==> src/rtl/useq_clken_ctrl.sv <==
// Purpose : microsequencer clock-enable / reset controller (INIT, HALT, RUN, STEP, WAIT).
// Latency : Moore outputs decoded from registered state; nxm is a registered one-cycle pulse.
// Backpressure: memory wait stalls clken until memACK or the TIMEOUT abort, then resumes.
//
// Ports:
//   clk      - system clock, all state changes on rising edge
//   rst      - synchronous active-low reset
//   run      - console run request (level)
//   halt     - console halt request (level)
//   step     - single-step request (one-cycle pulse)
//   cromHALT - halt bit of the current microword
//   memREQ   - microword requests a memory/bus cycle
//   memACK   - bus acknowledge (one-cycle pulse)
//   useqRST  - active-high microsequencer reset (INIT only)
//   clken    - microsequencer clock enable (INIT, RUN, STEP)
//   halted   - high while in HALT
//   nxm      - one-cycle pulse after a memory-wait timeout
//   state    - INIT=0, HALT=1, RUN=2, STEP=3, WAIT=4
module useq_clken_ctrl #(
  parameter int RST_CYCLES = 4,
  parameter int TIMEOUT    = 63
) (
  input  logic       clk,
  input  logic       rst,
  input  logic       run,
  input  logic       halt,
  input  logic       step,
  input  logic       cromHALT,
  input  logic       memREQ,
  input  logic       memACK,
  output logic       useqRST,
  output logic       clken,
  output logic       halted,
  output logic       nxm,
  output logic [2:0] state
);

  localparam int IW = (RST_CYCLES > 1) ? $clog2(RST_CYCLES) : 1;
  localparam logic [IW-1:0] INIT_LOAD = IW'(RST_CYCLES - 1);
  localparam logic [7:0]    WAIT_MAX  = 8'(TIMEOUT);

  typedef enum logic [2:0] {
    S_INIT = 3'd0,
    S_HALT = 3'd1,
    S_RUN  = 3'd2,
    S_STEP = 3'd3,
    S_WAIT = 3'd4
  } state_t;

  state_t        state_q, state_d;
  logic [IW-1:0] init_cnt_q, init_cnt_d;
  logic [7:0]    wait_cnt_q, wait_cnt_d;
  logic          resume_run_q, resume_run_d;  // 1: resume RUN, 0: resume HALT
  logic          nxm_q, nxm_d;
  state_t        resume_state;

  always_comb begin
    state_d      = state_q;
    init_cnt_d   = init_cnt_q;
    wait_cnt_d   = wait_cnt_q;
    resume_run_d = resume_run_q;
    nxm_d        = 1'b0;
    resume_state = resume_run_q ? S_RUN : S_HALT;

    case (state_q)
      S_INIT: begin
        if (init_cnt_q == '0) begin
          state_d = S_HALT;
        end else begin
          init_cnt_d = init_cnt_q - 1'b1;
        end
      end

      // halt dominates, so run/step requested while halted are dropped
      S_HALT: begin
        if (!halt) begin
          if (run) begin
            state_d = S_RUN;
          end else if (step) begin
            state_d = S_STEP;
          end
        end
      end

      // memREQ wins over cromHALT; the microword re-asserts cromHALT after the wait
      S_RUN: begin
        if (memREQ) begin
          state_d      = S_WAIT;
          resume_run_d = 1'b1;
          wait_cnt_d   = '0;
        end else if (halt || cromHALT) begin
          state_d = S_HALT;
        end
      end

      S_STEP: begin
        if (memREQ) begin
          state_d      = S_WAIT;
          resume_run_d = 1'b0;
          wait_cnt_d   = '0;
        end else begin
          state_d = S_HALT;
        end
      end

      // acknowledge beats a coincident timeout, so nxm only fires without memACK
      S_WAIT: begin
        if (memACK) begin
          state_d = resume_state;
        end else if (wait_cnt_q == WAIT_MAX) begin
          state_d = resume_state;
          nxm_d   = 1'b1;
        end else begin
          wait_cnt_d = wait_cnt_q + 8'd1;
        end
      end

      default: begin
        state_d    = S_INIT;
        init_cnt_d = INIT_LOAD;
      end
    endcase
  end

  always_ff @(posedge clk) begin
    if (!rst) begin
      state_q      <= S_INIT;
      init_cnt_q   <= INIT_LOAD;
      wait_cnt_q   <= '0;
      resume_run_q <= 1'b0;
      nxm_q        <= 1'b0;
    end else begin
      state_q      <= state_d;
      init_cnt_q   <= init_cnt_d;
      wait_cnt_q   <= wait_cnt_d;
      resume_run_q <= resume_run_d;
      nxm_q        <= nxm_d;
    end
  end

  assign useqRST = (state_q == S_INIT);
  assign clken   = (state_q == S_INIT) || (state_q == S_RUN) || (state_q == S_STEP);
  assign halted  = (state_q == S_HALT);
  assign nxm     = nxm_q;
  assign state   = state_q;

endmodule

==> config.mk <==
export PLATFORM = sky130hd
export DESIGN_NAME = useq_clken_ctrl
export DESIGN_NICKNAME = d
export VERILOG_FILES = /design/src/rtl/useq_clken_ctrl.sv
export SDC_FILE = /design/constraint.sdc
export NUM_CORES = 1
export LEC_CHECK = 0
export CORE_UTILIZATION = 45
export DETAILED_ROUTE_END_ITERATION = 10
export GPL_TIMING_DRIVEN = 0
export HOLD_SLACK_MARGIN = 0.08
export PLACE_DENSITY = 0.84
export SKIP_LAST_GASP = 1
export SLEW_MARGIN = 25
export SYNTH_ARGS = -nofsm -noshare
export SYNTH_HDL_FRONTEND = slang
export SYNTH_SLANG_ARGS = --single-unit
==> constraint.sdc <==
create_clock -name clk -period 1.6 [get_ports clk]
set_clock_uncertainty 0.05 [all_clocks]
set_input_delay 0.32 -clock clk [delete_from_list [all_inputs] [get_ports clk]]
set_output_delay 0.32 -clock clk [all_outputs]
set_load 0.03 [all_outputs]
==> flow_summary.yaml, run 1 <==
status:
  status: "complete, but fails checks"
  violations: "setup timing"
layout:
  num-fill-cells: 141
  seqCellArea_sq_um: 309
  drive_gt1_share_pct: 32.8
  multi_input_area_sq_um: 581
  antennaDiodeCount: 0
  nets: 133
  syn_to_final_growth_pct: 39.6
clock_tree:
  numClockSinks: 15
  ctsHoldBuffers: 0
  cts_root_buffer: "clkbuf_4"
  h-tree-depth: 1
  cts_buffers: 3
  insertion_delay_ps: 300
  clk_pin_slew_ps: 100
  tritoncts: "built"
  cts.path.max_buffers: 2
timing:
  fin_crit_ps: 1700
  finalHoldViolCount: 0
  whs_ps: 472
  fin_ws_ps: -103
  tightest_slew_ps: 360
  tns_ps: -274
  fmax_mhz: 587
  post-route-period-util_pct: 106
  max-slew-margin-rel_pct: 75.7
  finalSetupViolations: 5
  maxSlewViolCount: 0
  rsz0062_at_grt: "true"
die:
  core_area_sq_um: 1750
  die_h_um: 45.4
  die_area_sq_um: 2060
  rows: 15
  die_w_um: 45.4
  boundaryPins: 15
  start_util_pct: 48.5
synthesis:
  synthFlopType: "dfxtp_1"
  synthArstFlopShare_pct: 0
  synth_top_cell_by_area: "dfxtp_1"
  syn_avg_cell_area_sq_um: 8.46
  synth_nets: 110
  synth_seq_cells: 15
  yosysSeqAreaShare_pct: 35.5
  syn_area_sq_um: 846
  ys_top_cells_by_area: "dfxtp_1 (36%), nor2_1 (4.9%), a21oi_1 (4.1%)"
  synthCells: 100
  synth_edf_count: 0
  synth_cell_type_count: 37
  yosys_warnings: 0
  yosysTopAreaCellShare_pct: 35.5
global_routing:
  grt_max_degree: 11
  grt_pass1_vias: 767
  grt_antenna_before_repair: 0
  grt-ovfl-total: 0
  grt_pass1_wl_mm: 3.33
  track_usage_pct: 22.9
critical_path:
  path_max_fanout: 10
  worstSetupStartpointType: "flop"
  slowest_delay_ps: 340
  path_delay_family: "simple AND/OR/NAND/NOR gates"
  cp-end-kind: "output pin"
  crit_arrival_ps: 1330
  worstPathCellList: "buf_4, or2_4, nor2_2, buf_6"
  path_class: "reg2out"
  crit_required_ps: 1230
  slowest_stage: "dfxtp_2"
  path_buf_inv: 2
power_and_ir_drop:
  powerDensity_nw_per_um2: 833
  vdd.ir_drop.worst_uv: 470
  power.leakage_nw: 0.439
detailed_routing:
  initialDrtViolationCount: 33
  finalWirelength_mm: 2.05
  vias_per_cell: 5.84
  drtPass1Iterations: 5
  wl_per_cell_um: 14.0
  drc_errors: 0
  vias: 858
  drtAntennaViolNets: 0
worst_hold_path:
  hold_path_class: "reg2reg"
placement:
  gp_congestion: 0.819
  io_buffers: 14
  dp_hpwl_mm: 1.35
  post-place-ws_ps: -578
run:
  cap_viol_max_count: 0
==> per-stage QoR <==
stage	area, sq um	utilization (%)	cells	total power, mW
global route	1180	67.7	147	1.03
CTS	1160	66.2	148	0.963
detailed placement	1040	59.6	139	0.754
floorplan	868	-	100	0.649
global placement	1040	59.6	139	0.736
finish	1180	67.7	147	0.983
==> repair_timing <==
item / in CTS / in global routing
buffers inserted: 5 / 0
pin swaps: 4 / 6
resized for setup: 42 / 9
setup endpoints to repair: 17 / 14
==> state kept, by name, summed over array words and instances (netlist names) <==
register and flops:
state 3, wait_cnt_q 8, resume_run_q 1, nxm 1, init_cnt_q 2
==> routing by layer <==
metal,global-route usage (%),vias up,share of wire (%)
li1,-,412,-
met1,29.2,414,44
met5,0,-,0
met2,35.7,27,50
met4,14.5,0,2.3
met3,3.60,5,3.7
==> where the power goes <==
part	internal, mW	switching [mW]	leakage (nW)
logic	0.150	0.181	0.297
registers	0.401	0.0240	0.124
clock network	0.0933	0.134	0.0177
total	0.644	0.339	0.439
==> cell usage after synthesis, types with 2 or more instances <==
master     count
nand2b_1       2
a21oi_1        7
nand3_1        6
a211oi_1       2
nor2_1        11
or2_2          2
dfxtp_1       15
xnor2_1        3
or3_1          2
inv_1          5
o22ai_1        2
o21ai_0        4
nand2_1        8
a2111oi_2      2
nor3b_1        3
ha_1           2
o32ai_1        2
buf_2          2
nand3b_1       2
==> worst reg2reg max path: stages (launching register included) <==
cell and delay (ps):
dfxtp_2 340, or4b_4 550, a21oi_4 230, a21oi_2 70, a2111oi_2 350
==> path summary, 6_finish.rpt <==
path | start | end | slack (ps) | depth (start not counted)
worst max-delay path | state[1] | useqRST | -100 | 4
worst max register to register | state[1] | state[0] | -100 | 4
worst min-delay path | init_cnt_q[1] | init_cnt_q[1] | 470 | 2
worst min register to register | init_cnt_q[1] | init_cnt_q[1] | 470 | 2
==> cell usage in the layout (no fill, tap or decap), drive strengths merged, types with 2 or more instances in the layout <==
| cell | instances |
|---|---|
| a2111oi | 2 |
| a211oi | 2 |
| a21oi | 9 |
| buf | 10 |
| clkbuf | 4 |
| clkdlybuf4s50 | 5 |
| dfxtp | 15 |
| dlygate4sd2 | 6 |
| ha | 2 |
| inv | 5 |
| nand2 | 8 |
| nand2b | 2 |
| nand3 | 6 |
| nand3b | 2 |
| nor2 | 11 |
| nor3b | 3 |
| o21ai | 4 |
| o22ai | 2 |
| o32ai | 2 |
| or2 | 2 |
| or3 | 2 |
| xnor2 | 3 |
==> cell families (layout without fill, tap and decap cells) <==
group / count (synthesis) / in the layout / share of synthesized area, %
AND/OR/NAND/NOR: 44 / 44 / 28.7
AO/OA/AOI/OAI: 25 / 25 / 22.5
flip-flops: 15 / 15 / 35.5
buffers and inverters: 9 / 31 / 4.73
XOR/XNOR: 3 / 3 / 3.11
adder cells (fa/ha/maj): 2 / 2 / 2.96
multiplexers: 2 / 2 / 2.51
==> cell type report <==
cell class	count	area share, %
multi-input cells	76	49.2
flip-flops and latches	15	26.2
repair buffers	19	14.4
plain buffers	3	3.71
well taps	25	2.65
clock buffers	3	1.91
inverters	5	1.59
clock inverters	1	0.424
Note: power is estimated with default switching activity, not from simulation.
==> run 2: changes to the inputs <==
--- a/config.mk
+++ b/config.mk
@@ -11,7 +11,6 @@
 export HOLD_SLACK_MARGIN = 0.08
 export PLACE_DENSITY = 0.84
 export SKIP_LAST_GASP = 1
-export SLEW_MARGIN = 25
 export SYNTH_ARGS = -nofsm -noshare
 export SYNTH_HDL_FRONTEND = slang
 export SYNTH_SLANG_ARGS = --single-unit
==> results of run 2 <==
Final layout, timing and power as in run 1 (identical DEF).
==> run 3: changes to the inputs <==
--- a/config.mk
+++ b/config.mk
@@ -5,6 +5,7 @@
 export SDC_FILE = /design/constraint.sdc
 export NUM_CORES = 1
 export LEC_CHECK = 0
+export CORE_MARGIN = 2
 export CORE_UTILIZATION = 45
 export DETAILED_ROUTE_END_ITERATION = 10
 export GPL_TIMING_DRIVEN = 0
==> flow_summary.yaml, run 3 (synthesized netlist as in run 1, its figures left out) <==
status:
  status: "complete, but fails checks"
  violations: "setup timing"
detailed_routing:
  wl_per_cell_um: 15.7
  drc_errors: 0
  initialDrtViolationCount: 53
  drtAntennaViolNets: 0
  vias_per_cell: 5.98
  drtPass1Iterations: 4
  vias: 903
  finalWirelength_mm: 2.37
layout:
  largest_reg_flops: 8
  finalInstanceArea_sq_um: 1180
  fin_util_pct: 67.5
  syn_to_final_growth_pct: 39.2
  drive_gt1_share_pct: 31.0
  antennaDiodeCount: 0
  largest-register: "wait_cnt_q"
  final_cell_mix: "buf_4 (10), nor2_1 (10), dfxtp_1 (10)"
  nets: 137
  layout.cells.non_filler: 151
placement:
  dpl-instance-area_sq_um: 1040
  dp.cells: 139
  dp_hpwl_mm: 1.41
  gp_congestion: 0.814
  io_buffers: 14
timing:
  fmax_mhz: 572
  finalHoldViolCount: 0
  fin_ws_ps: -147
  fin_crit_ps: 1750
  max-slew-margin-rel_pct: 71.6
  whs_ps: 469
  maxSlewViolCount: 0
  rsz0062_at_grt: "true"
  finalSetupViolations: 9
  post-route-period-util_pct: 109
  tightest_slew_ps: 421
worst_hold_path:
  hold_path_class: "reg2reg"
clock_tree:
  tritoncts: "built"
  cts_buffers: 3
  insertion_delay_ps: 300
  cts_root_buffer: "clkbuf_4"
  h-tree-depth: 1
  clk_pin_slew_ps: 100
  numClockSinks: 15
  cts.path.max_buffers: 2
power_and_ir_drop:
  seqPwrFrac_pct: 42.9
  internal_power_uw: 644
  sw_frac_of_total_pct: 34.7
  pwr-share-clk_pct: 23.7
  power.leakage_nw: 0.452
  finalPower_uw: 987
  comb_power_share_pct: 33.4
  powerDensity_nw_per_um2: 839
  vdd.ir_drop.worst_uv: 811
  p_switching_uw: 343
run:
  cap_viol_max_count: 0
global_routing:
  grt_antenna_before_repair: 0
  grt_pass1_wl_mm: 3.77
  grt-ovfl-total: 0
  grt_pass1_vias: 826
  track_usage_pct: 24.4
  grt_max_degree: 11
critical_path:
  crit_required_ps: 1780
  worstSetupStartpointType: "flop"
  worstPathCellList: "or4b_4, a21oi_4, buf_4, mux2_2, nor2_1"
  path_delay_family: "simple AND/OR/NAND/NOR gates"
  path_max_fanout: 4
  cp-end-kind: "flop"
  slowest_delay_ps: 560
  path_class: "reg2reg"
  slowest_stage: "or4b_4"
  path_buf_inv: 1
  crit_arrival_ps: 1930
die:
  die_w_um: 47.4
  start_util_pct: 48.5
  boundaryPins: 15
  die_h_um: 47.4
  rows: 15
  core_area_sq_um: 1750
  die_area_sq_um: 2240
==> run 3: cell count changes in the layout (fill, tap and decap cells not counted), sizes merged <==
| cell | change |
|---|---|
| clkbuf | -1 |
| buf | +5 |
==> run 3: layer usage <==
metal	up-vias	wire (um)	GRT usage, %
li1	424	-	-
met1	405	964	31.3
met2	59	1150	39.5
met3	15	155	4.23
met4	0	97	11.1
met5	-	0	0
==> run 3: timing repair <==
item	CTS	global route
setup buffers	6	4
setup endpoints to repair	17	14
hold buffers	0	0
resized for setup	40	6
pin swaps	5	4
==> run 3: worst paths after layout <==
| kind | startpoint | endpoint | slack (ps) | cells after the start |
|---|---|---|---|---|
| setup / recovery | state[1] | wait_cnt_q[0] | -150 | 5 |
| setup reg to reg | state[1] | wait_cnt_q[0] | -150 | 5 |
| hold reg to reg | init_cnt_q[1] | init_cnt_q[1] | 470 | 2 |
| hold / removal | init_cnt_q[1] | init_cnt_q[1] | 470 | 2 |
==> run 3: area by class of cell <==
type,instances,area (sq um)
multi-input cells,76,557
inverters,5,18.8
plain buffers,2,18.8
repair buffers,24,215
clock buffers,3,22.5
well taps,25,31.3
fillers,127,568
flip-flops and latches,15,309
clock inverters,1,5.00
==> run 3: tightest hold or removal path, delay by kind of cell, from the launching register on <==
family | cells | cell delay (ps)
DFF | 1 | 340
and+or+nand+nor | 1 | 60
AOI/OAI and AO/OA | 1 | 90
==> run 3: stage by stage <==
stage | setup WS (ps) | setup TNS [ps]
final | -147 | -644
after global routing | -191 | -1130
after CTS | -140 | -676
after detailed placement | -593 | -5400
after global placement | -546 | -5130
after floorplan | -157 | -588
==> run 3: power groups by stage <==
stage | Combinational, mW | Sequential (mW) | Clock [mW]
5_1_grt | 0.359 | 0.428 | 0.245
4_1_cts | 0.321 | 0.422 | 0.230
3_5_place_dp | 0.319 | 0.430 | 0
2_1_floorplan | 0.213 | 0.436 | 0
3_3_place_gp | 0.309 | 0.429 | 0
6_report | 0.330 | 0.424 | 0.234
